===== config.mk =====
export PLATFORM = sky130hd
export DESIGN_NAME = lcd_display_sequencer
export DESIGN_NICKNAME = d
export VERILOG_FILES = /design/src/rtl/lcd_pkg.sv /design/src/rtl/lcd_char_buffer.sv /design/src/rtl/lcd_display_sequencer.sv
export SDC_FILE = /design/constraint.sdc
export NUM_CORES = 1
export LEC_CHECK = 0
export CAP_MARGIN = 20
export CORE_AREA = 2 2 157 273
export CTS_CLUSTER_SIZE = 20
export DETAILED_ROUTE_END_ITERATION = 6
export DIE_AREA = 0 0 159 275
export PLACE_DENSITY = 0.5
export SLEW_MARGIN = 20
export SYNTH_ARGS = -nofsm -noshare
export SYNTH_HDL_FRONTEND = slang
export SYNTH_SLANG_ARGS = --single-unit

===== constraint.sdc =====
create_clock -name clock -period 3.5 [get_ports clock]
set_clock_uncertainty 0.05 [all_clocks]
set_input_delay 1.05 -clock clock [delete_from_list [all_inputs] [get_ports clock]]
set_output_delay 1.05 -clock clock [all_outputs]
set_load 0.02 [all_outputs]

===== src/rtl/lcd_pkg.sv =====
// lcd_pkg: shared FSM encoding, LCD command bytes and sequence lengths
//   for the HD44780 display sequencer and its character buffer.
package lcd_pkg;

    localparam logic [2:0] ST_PWR_WAIT = 3'd0;
    localparam logic [2:0] ST_ISSUE    = 3'd1;
    localparam logic [2:0] ST_ACK_HOLD = 3'd2;
    localparam logic [2:0] ST_ACK_WAIT = 3'd3;
    localparam logic [2:0] ST_GAP      = 3'd4;
    localparam logic [2:0] ST_IDLE     = 3'd5;

    typedef enum logic {SEQ_INIT, SEQ_REFRESH} seq_t;

    localparam logic [7:0] CMD_FUNC_SET = 8'h38;
    localparam logic [7:0] CMD_DISP_ON  = 8'h0C;
    localparam logic [7:0] CMD_ENTRY    = 8'h06;
    localparam logic [7:0] CMD_CLEAR    = 8'h01;
    localparam logic [7:0] CMD_LINE1    = 8'h80;
    localparam logic [7:0] CMD_LINE2    = 8'hC0;
    localparam logic [7:0] CHAR_SPACE   = 8'h20;

    localparam int INIT_LEN    = 4;
    localparam int REFRESH_LEN = 34;

    function automatic logic [7:0] init_cmd(input logic [5:0] step);
        return step == 6'd0 ? CMD_FUNC_SET :
               step == 6'd1 ? CMD_DISP_ON  :
               step == 6'd2 ? CMD_ENTRY    : CMD_CLEAR;
    endfunction

endpackage


===== src/rtl/lcd_char_buffer.sv =====
// lcd_char_buffer: 32x8 character store, one write port, one combinational read port.
//   clock, reset   : system clock, synchronous active-high reset (all entries -> space)
//   we/wr_addr/wr_data : write port, one write per cycle
//   rd_addr/rd_data    : asynchronous read port
module lcd_char_buffer
    import lcd_pkg::*;
(
    input  logic       clock,
    input  logic       reset,
    input  logic       we,
    input  logic [4:0] wr_addr,
    input  logic [7:0] wr_data,
    input  logic [4:0] rd_addr,
    output logic [7:0] rd_data
);

    logic [7:0] mem [32];

    always_ff @(posedge clock) begin
        if (reset) begin
            for (int i = 0; i < 32; i++) mem[i] <= CHAR_SPACE;
        end else if (we) begin
            mem[wr_addr] <= wr_data;
        end
    end

    assign rd_data = mem[rd_addr];

endmodule


===== src/rtl/lcd_display_sequencer.sv =====
// lcd_display_sequencer: runs HD44780 power-up init, then refreshes a 2x16 buffer to the LCD controller.
//   clock, reset        : system clock, synchronous active-high reset
//   buf_we/addr/data    : host character writes (0-15 line 1, 16-31 line 2)
//   refresh_req         : one-cycle refresh request (merged into one pending request while busy)
//   busy, init_done     : status
//   ctl_data/rs/start   : transfer to the LCD controller, ctl_done : controller completion flag
//   Optional macro LCD_AUTO_REFRESH_EN: refresh automatically from IDLE after any buffer write.
module lcd_display_sequencer
    import lcd_pkg::*;
#(
    parameter int POWERON_CYCLES = 750000,
    parameter int CMD_DELAY      = 2000,
    parameter int CLEAR_DELAY    = 82000
) (
    input  logic       clock,
    input  logic       reset,
    input  logic       buf_we,
    input  logic [4:0] buf_addr,
    input  logic [7:0] buf_data,
    input  logic       refresh_req,
    output logic       busy,
    output logic       init_done,
    output logic [7:0] ctl_data,
    output logic       ctl_rs,
    output logic       ctl_start,
    input  logic       ctl_done
);

    localparam int MAX_A  = POWERON_CYCLES > CLEAR_DELAY ? POWERON_CYCLES : CLEAR_DELAY;
    localparam int MAX_CY = MAX_A > CMD_DELAY ? MAX_A : CMD_DELAY;
    localparam int CW     = $clog2(MAX_CY + 1);

    logic [2:0]    state;
    seq_t          seq;
    logic [5:0]    step;
    logic [CW-1:0] cnt;
    logic [CW-1:0] gap_last;
    logic          pending;
    logic          auto_req;
    logic          start_refresh;
    logic          last_step;
    logic          step_rs;
    logic [7:0]    step_data;
    logic [4:0]    rd_addr;
    logic [7:0]    rd_data;

    lcd_char_buffer u_buf (
        .clock   (clock),
        .reset   (reset),
        .we      (buf_we),
        .wr_addr (buf_addr),
        .wr_data (buf_data),
        .rd_addr (rd_addr),
        .rd_data (rd_data)
    );

    // Refresh steps 1-16 read buf[0..15], steps 18-33 read buf[16..31].
    always_comb begin
        rd_addr   = 5'(step - (step > 6'd17 ? 6'd2 : 6'd1));
        step_rs   = seq == SEQ_REFRESH && step != 6'd0 && step != 6'd17;
        step_data = seq == SEQ_INIT ? init_cmd(step) :
                    step == 6'd0    ? CMD_LINE1      :
                    step == 6'd17   ? CMD_LINE2      : rd_data;
        last_step = step == (seq == SEQ_INIT ? 6'(INIT_LEN - 1) : 6'(REFRESH_LEN - 1));
        // The held transfer byte tells whether the gap follows a clear command.
        gap_last  = !ctl_rs && ctl_data == CMD_CLEAR ? CW'(CLEAR_DELAY - 1) : CW'(CMD_DELAY - 1);
    end

    assign busy          = state != ST_IDLE;
    assign start_refresh = state == ST_IDLE && (pending || refresh_req || auto_req);

`ifdef LCD_AUTO_REFRESH_EN
    logic dirty;

    always_ff @(posedge clock) begin
        if (reset) dirty <= 1'b0;
        else       dirty <= start_refresh ? 1'b0 : dirty | buf_we;
    end

    assign auto_req = dirty;
`else
    assign auto_req = 1'b0;
`endif

    always_ff @(posedge clock) begin
        if (reset) begin
            state     <= ST_PWR_WAIT;
            seq       <= SEQ_INIT;
            step      <= 6'd0;
            cnt       <= '0;
            pending   <= 1'b0;
            init_done <= 1'b0;
            ctl_start <= 1'b0;
            ctl_data  <= 8'h00;
            ctl_rs    <= 1'b0;
        end else begin
            ctl_start <= 1'b0;
            if (refresh_req && state != ST_IDLE) pending <= 1'b1;
            case (state)
                ST_PWR_WAIT: begin
                    if (cnt == CW'(POWERON_CYCLES - 1)) begin
                        cnt   <= '0;
                        seq   <= SEQ_INIT;
                        step  <= 6'd0;
                        state <= ST_ISSUE;
                    end else begin
                        cnt <= cnt + 1'b1;
                    end
                end
                ST_ISSUE: begin
                    ctl_data  <= step_data;
                    ctl_rs    <= step_rs;
                    ctl_start <= 1'b1;
                    state     <= ST_ACK_HOLD;
                end
                // ctl_done is still high from the previous transfer for a couple of cycles.
                ST_ACK_HOLD: begin
                    if (cnt == CW'(1)) begin
                        cnt   <= '0;
                        state <= ST_ACK_WAIT;
                    end else begin
                        cnt <= cnt + 1'b1;
                    end
                end
                ST_ACK_WAIT: if (ctl_done) state <= ST_GAP;
                ST_GAP: begin
                    if (cnt == gap_last) begin
                        cnt <= '0;
                        if (last_step) begin
                            state <= ST_IDLE;
                            if (seq == SEQ_INIT) init_done <= 1'b1;
                        end else begin
                            step  <= step + 6'd1;
                            state <= ST_ISSUE;
                        end
                    end else begin
                        cnt <= cnt + 1'b1;
                    end
                end
                ST_IDLE: begin
                    if (start_refresh) begin
                        seq     <= SEQ_REFRESH;
                        step    <= 6'd0;
                        pending <= 1'b0;
                        state   <= ST_ISSUE;
                    end
                end
                default: state <= ST_IDLE;
            endcase
        end
    end

endmodule


== Yosys cells after proc, flatten, opt, wreduce, memory -nomap -nowiden ==
Memories as Yosys holds them, arrays and structs flattened.
Index checks and enable logic that the tools add are counted.
Cells by class
  add/subtract/negate cells: 3
  order comparisons: 1
  eq/ne operators: 21
  multiplexer cells: 40
  bitwise gates (word level): 1
  reduce and logical (&&, ||, !) cells: 18
Operators with widths (number)
  two-way mux 20 bit: 3
  one-hot mux 20 bit (3 select lines): 1
  two-way mux 6 bit: 6
  two-way mux 8 bit: 4
  two-way mux 3 bit: 7
  adder 20 x 1 -> 20 bit, second input constant: 1
  == test 20 x 1 -> 1 bit, second input constant: 1
  == test 20 x 17 -> 1 bit: 1
  == test 20 bit, second input constant: 1
  one-hot mux 3 bit (6 select lines): 1
  one-hot mux 6 bit (3 select lines): 1
  two-way mux 17 bit: 1
  two-way mux 1 bit: 12
  != test 2 bit, second input constant: 6
  AND reduction 5 bit: 2
  == test 8 x 1 -> 1 bit, second input constant: 1
  OR reduction 8 bit: 1
  adder 6 x 1 -> 6 bit, second input constant: 1
  == test 3 x 2 -> 1 bit, second input constant: 2
  == test 3 bit, second input constant: 2
  == test 6 x 1 -> 1 bit, second input constant: 1
  == test 6 x 2 -> 1 bit, second input constant: 1
  == test 6 x 5 -> 1 bit, second input constant: 1
  == test 6 bit: 1
  20 further kinds: 25
Storage, ports and cells
  register bits after elaboration: 42
  memory bits (writable): 256
  input port bits: 18
  output and inout bits: 12
  word-level logic and storage cells: 94
  memories kept: 1
Memories
  u_buf.mem: depth 32, width 8, rd ports 1, clocked after memory_dff 0, write ports 32, RTL line lcd_char_buffer.sv:17  | logic [7:0] mem [32];

== Depth between registers and ports, before layout ==
An unclocked memory read counts as a cell.
  depth in word-level cells: 7
  depth in mapped cells: 16

== Hierarchy ==
From an unflattened synthesis, not the netlist that was laid out.
Unflattened totals
  cells, all modules: 1033
  area total of the unflattened synthesis: 14337.5 um^2
By module, submodules not included
  lcd_char_buffer: times used 1, cells an instance 733, area an instance 11847.6 um^2, sequential area each 7687.4 um^2
  lcd_display_sequencer: times used 1, cells an instance 300, area an instance 2489.9 um^2, sequential area each 840.8 um^2

== Worst setup path after synthesis ==
No wires, ideal clock.
  kind: reg-to-reg
  start point: register step[1]
  end point: register ctl_data[3]
  library setup time: 123 ps
  data arrival time: 3582 ps
  path slack: -255 ps
  cell stages (with the launch flop): 17
  buffers on the path: 4
  period minus slack after synthesis: 3755 ps
  cells stage by stage: dfxtp_1 -> inv_1 -> ha_1 -> o21ai_0 -> a21oi_1 -> ha_1 -> inv_1 -> fa_1 -> buf_2 -> buf_2 -> buf_2 -> clkbuf_1 -> mux4_2 -> mux2i_1 -> mux2i_1 -> a22oi_1 -> nand3_1
On the way
  word-level cells in the longest chain between the ends: 7
  elaborated cells between the ends (all ways): 12
  those cells by class: add/sub: 1; order compare: 1; eq/ne: 2; mux: 6; reduce/logical: 1; memory: 1
Ends and longest elaborated chain
  start: declaration: RTL line lcd_display_sequencer.sv:35  | logic [5:0] step;
  start signal: assignment: RTL line lcd_display_sequencer.sv:133  | step <= step + 6'd1;
  > comparator 6 x 5 -> 1 bit: RTL line lcd_display_sequencer.sv:59  | rd_addr = 5'(step - (step > 6'd17 ? 6'd2 : 6'd1));
  two-way mux 2 bit: RTL line lcd_display_sequencer.sv:59
  subtractor 5 x 2 -> 5 bit: RTL line lcd_display_sequencer.sv:59
  memory (32 x 8 bit)
  two-way mux 8 bit: RTL line lcd_display_sequencer.sv:63  | step == 6'd17 ? CMD_LINE2 : rd_data;
  two-way mux 8 bit: RTL line lcd_display_sequencer.sv:62  | step == 6'd0 ? CMD_LINE1 :
  two-way mux 8 bit *: RTL line lcd_display_sequencer.sv:61  | step_data = seq == SEQ_INIT ? init_cmd(step) :
  end signal: assignment: RTL line lcd_display_sequencer.sv:111  | ctl_data <= step_data;
  end: declaration: RTL line lcd_display_sequencer.sv:23  | output logic [7:0] ctl_data,
Mark *: on every way between the ends. The rest lies on a longest branch, timed or not.
A chain may end at the register's enable or synchronous reset.

== Worst setup path after layout ==
  start point: register step[0]
  end point: register ctl_data[6]
On the way
  word-level cells in the longest chain between the ends: 7
  elaborated cells between the ends (all ways): 9
  those cells by class: add/sub: 1; order compare: 1; eq/ne: 1; mux: 4; reduce/logical: 1; memory: 1
Ends and longest elaborated chain (RTL line)
  > comparator 6 x 5 -> 1 bit: lcd_display_sequencer.sv:59
  two-way mux 2 bit: lcd_display_sequencer.sv:59
  subtractor 5 x 2 -> 5 bit: lcd_display_sequencer.sv:59
  memory (32 x 8 bit)
  two-way mux 8 bit: lcd_display_sequencer.sv:63
  two-way mux 8 bit *: lcd_display_sequencer.sv:62
  two-way mux 8 bit *: lcd_display_sequencer.sv:61
Marks and branches as above.

==> impl_metrics.py <==
metrics = {
    "outcome": {
        "status": "finished, final reports clean",
    },
    "drt": {
        "routedWlPerCell_um": 22.37,
        "vias": 8871,
        "routed_wirelength_um": 38940,
        "ant_nets": 0,
        "drtIter0Drc": 539,
        "dr.pass1.iters": 5,
        "drc_errors": 0,
        "viasPerCell": 5.095,
    },
    "critical_path": {
        "cp.depth": 12,
        "cp.arrival_ns": 3.90,
        "cp_max_fo": 7,
        "cp-start-kind": "flop",
        "worst_path_max_delay_cell": "fa_4",
        "required_ns": 3.91,
        "r2r_start": "step[0]$_SDFFE_PP0P_",
        "regToRegEndpoint": "ctl_data[6]$_SDFFE_PP0P_",
        "worstSetupPathType": "flop to flop",
        "path_cells": "inv_4 > ha_4 > o21ai_2 > a21oi_2 > ha_4 > inv_4 > fa_4 > buf_12 > mux4_2 > mux4_2 > mux2_4 > a221o_1",
        "cp_num_buf_inv": 3,
        "critical_path.top_delay_family": "adder cells",
        "cp_slowest_stage_delay_ns": 0.79,
        "r2r_slack_ns": 0.01,
        "rr_worst_depth": 12,
        "cp-end-kind": "flop",
    },
    "yosys": {
        "yosys.area.top_type": "edfxtp_1",
        "seq_area_frac_synth_pct": 59.41,
        "async_reset_ff_share_pct": 0,
        "yosysMostFrequentCell": "edfxtp_1",
        "syn_nets": 1109,
        "synth_top_area_share_pct": 53.56,
        "ys_ff_latch": 298,
        "synth_area_leaders": "edfxtp_1 54%, mux4_2 11%, and2_1 9.9%",
        "ys.warnings.count": 0,
        "syn-cell-area_um2": 14350,
        "synth.lib_cells_used.distinct": 66,
        "avgSynthCellArea_um2": 13.28,
        "synth_edf_count": 256,
        "ys.flop_type": "edfxtp_1",
        "syn_inst": 1081,
        "synth_common_cells": "256 x edfxtp_1, 226 x and2_1, 76 x nor2_1",
    },
    "finish": {
        "antennaDiodeCount": 0,
        "area_delta_synth_final_pct": 18.62,
        "instances_no_fill": 1741,
        "nets": 1191,
        "post-route-util_pct": 40.91,
        "drive_above_1_share_pct": 20.83,
    },
    "global_routing": {
        "grt_pass1_wl_um": 58240,
        "grt.total_usage_pct": 17.79,
        "grt-ovfl-total": 0,
        "grt_antenna_before_repair": 0,
        "grt_max_degree": 43,
        "grt_pass1_vias": 9244,
    },
    "cts": {
        "cts_root_buf": "clkbuf_16",
        "cts_tree": "built",
        "clk_transition_reported_paths_ns": 0.07,
        "clock_path_buffers": 3,
        "cts_made_buffers": 29,
        "cts_num_sinks": 298,
        "clock_latency_ns": 0.57,
        "h-tree-depth": 1,
    },
    "die": {
        "ios": 30,
        "initial_core_util_pct": 34.49,
        "dieArea_um2": 43730,
        "die_h_um": 275,
        "fp.dieW_um": 159,
        "rows": 99,
        "fp.coreArea_um2": 41620,
    },
    "pwr": {
        "p_leak_nw": 5.780,
        "vdd_drop_max_v": 0.0002986,
        "power_density_nw_per_um2": 508.7,
        "total_power_mw": 8.661,
    },
    "sta": {
        "setup_viol": 0,
        "worst_slack_ns": 0.009882,
        "maxSlewViolCount": 0,
        "tightest_slew_ns": 0.9226,
        "fin_crit_ns": 3.490,
        "period_share_pct": 99.72,
        "slew_headroom_pct": 38.08,
        "setup_tns_ns": 0,
        "rsz0062_at_grt": "true",
        "hold_viol": 0,
        "fmax_mhz": 286.5,
    },
    "place": {
        "hpwl_um": 27320,
        "gp_congestion": 0.8071,
        "numPlacedInstances": 1680,
        "place_ws_ns": -0.2379,
        "io_buffers": 29,
    },
    "worst_hold_path": {
        "hold_depth": 2,
        "hold_start": "ctl_rs$_SDFFE_PP0P_",
        "hp-class": "flop to flop",
        "holdPathEnd": "ctl_rs$_SDFFE_PP0P_",
    },
    "run": {
        "cap_violations": 0,
    },
}
[repair_timing]
item	CTS	global route
setup endpoints to repair	8	8
hold buffers	0	0
hold endpoints to repair	0	0
gates resized for setup	18	8
pin swaps	5	4
buffers inserted	4	2
cloned	1	0
[area by class of cell]
type	count	area [um2]
clock inverter	22	270.3
tap	555	694.4
multi-input combinational	695	5562
sequential	298	8533
timing repair buffer	131	1192
inverter	8	37.54
fill	3900	24590
clock buffer	32	737.0
[worst register-to-register path, delay by kind of cell, from the launching register on]
kind,cells,cell delay (ns)
adder cells (fa/ha/maj),3,1.09
multiplexers,3,1.07
AO/OA/AOI/OAI,3,0.56
flip-flops,1,0.37
buffers and inverters,3,0.25
[how the worst max path moves through the flow]
stage / start / end / slack [ns]
finish: step[0]$_SDFFE_PP0P_ / ctl_data[6]$_SDFFE_PP0P_ / 0.01
global route: step[0]$_SDFFE_PP0P_ / ctl_data[5]$_SDFFE_PP0P_ / -0.07
CTS: step[0]$_SDFFE_PP0P_ / ctl_data[6]$_SDFFE_PP0P_ / 0.001
detailed placement: step[1]$_SDFFE_PP0P_ / ctl_data[6]$_SDFFE_PP0P_ / -0.24
global placement: step[1]$_SDFFE_PP0P_ / ctl_data[6]$_SDFFE_PP0P_ / -0.15
floorplan: step[1]$_SDFFE_PP0P_ / ctl_data[3]$_SDFFE_PP0P_ / 0.004
[per-stage QoR]
step,hold slack (ns),cell area (um2)
after global routing,0.4697,17030
after CTS,0.4360,16990
after global placement,0.4222,15850
after floorplan,0.4119,14360
final,0.4332,17030
after detailed placement,0.4223,15850
[metal layers]
metal | vias to the layer above | wire [um] | share of wire (%) | GRT usage, %
li1 | 4161 | - | - | -
met1 | 4479 | 14400 | 37 | 18.85
met2 | 164 | 21930 | 56 | 35.46
met3 | 67 | 998 | 2.6 | 1.613
met4 | 0 | 1618 | 4.2 | 7.871
met5 | - | 0 | 0 | 0
[cell usage in the layout (no fill, tap or decap), types with 4 or more instances in the layout]
master,count
nor4_1,4
ha_1,6
nand2b_1,7
o21ai_0,39
nor2_1,76
nand3_1,21
buf_12,9
o21ai_1,6
clkbuf_16,29
inv_1,4
clkinv_1,6
bufinv_16,6
nand4_1,9
mux2i_1,27
nor2b_1,11
a211oi_1,5
mux4_2,70
nand2_1,33
and3_1,4
clkinv_2,5
edfxtp_1,256
clkdlybuf4s50_1,29
nor3_1,14
dfxtp_1,40
a21oi_1,14
and2_1,226
buf_4,91
xnor2_1,6
nand3b_1,5
or3_1,37
xor2_1,5
[registers in the layout, summed over array words and instances (netlist names), 3 cells and up]
register,count
ctl_data,8
step,6
cnt,20
state,3
u_buf.mem,256
[cells by family (layout without fill, tap and decap cells)]
kind of cell	after synthesis	after routing	synth area share (%)
adders and majority gates	10	10	0.9240
muxes	100	100	13.09
DFF	298	298	59.41
buffers and inverters	88	193	2.572
and+or+nand+nor	467	467	18.51
AOI/OAI and AO/OA	104	104	4.576
xor gates and xnor gates	14	14	0.9066
[report_power, final]
part	internal [mW]	leakage [nW]	switching, mW
combinational	0.460	2.49	0.643
sequential	4.05	2.79	0.136
clock	1.97	0.492	1.41
Note: power is estimated with default switching activity, not from simulation.
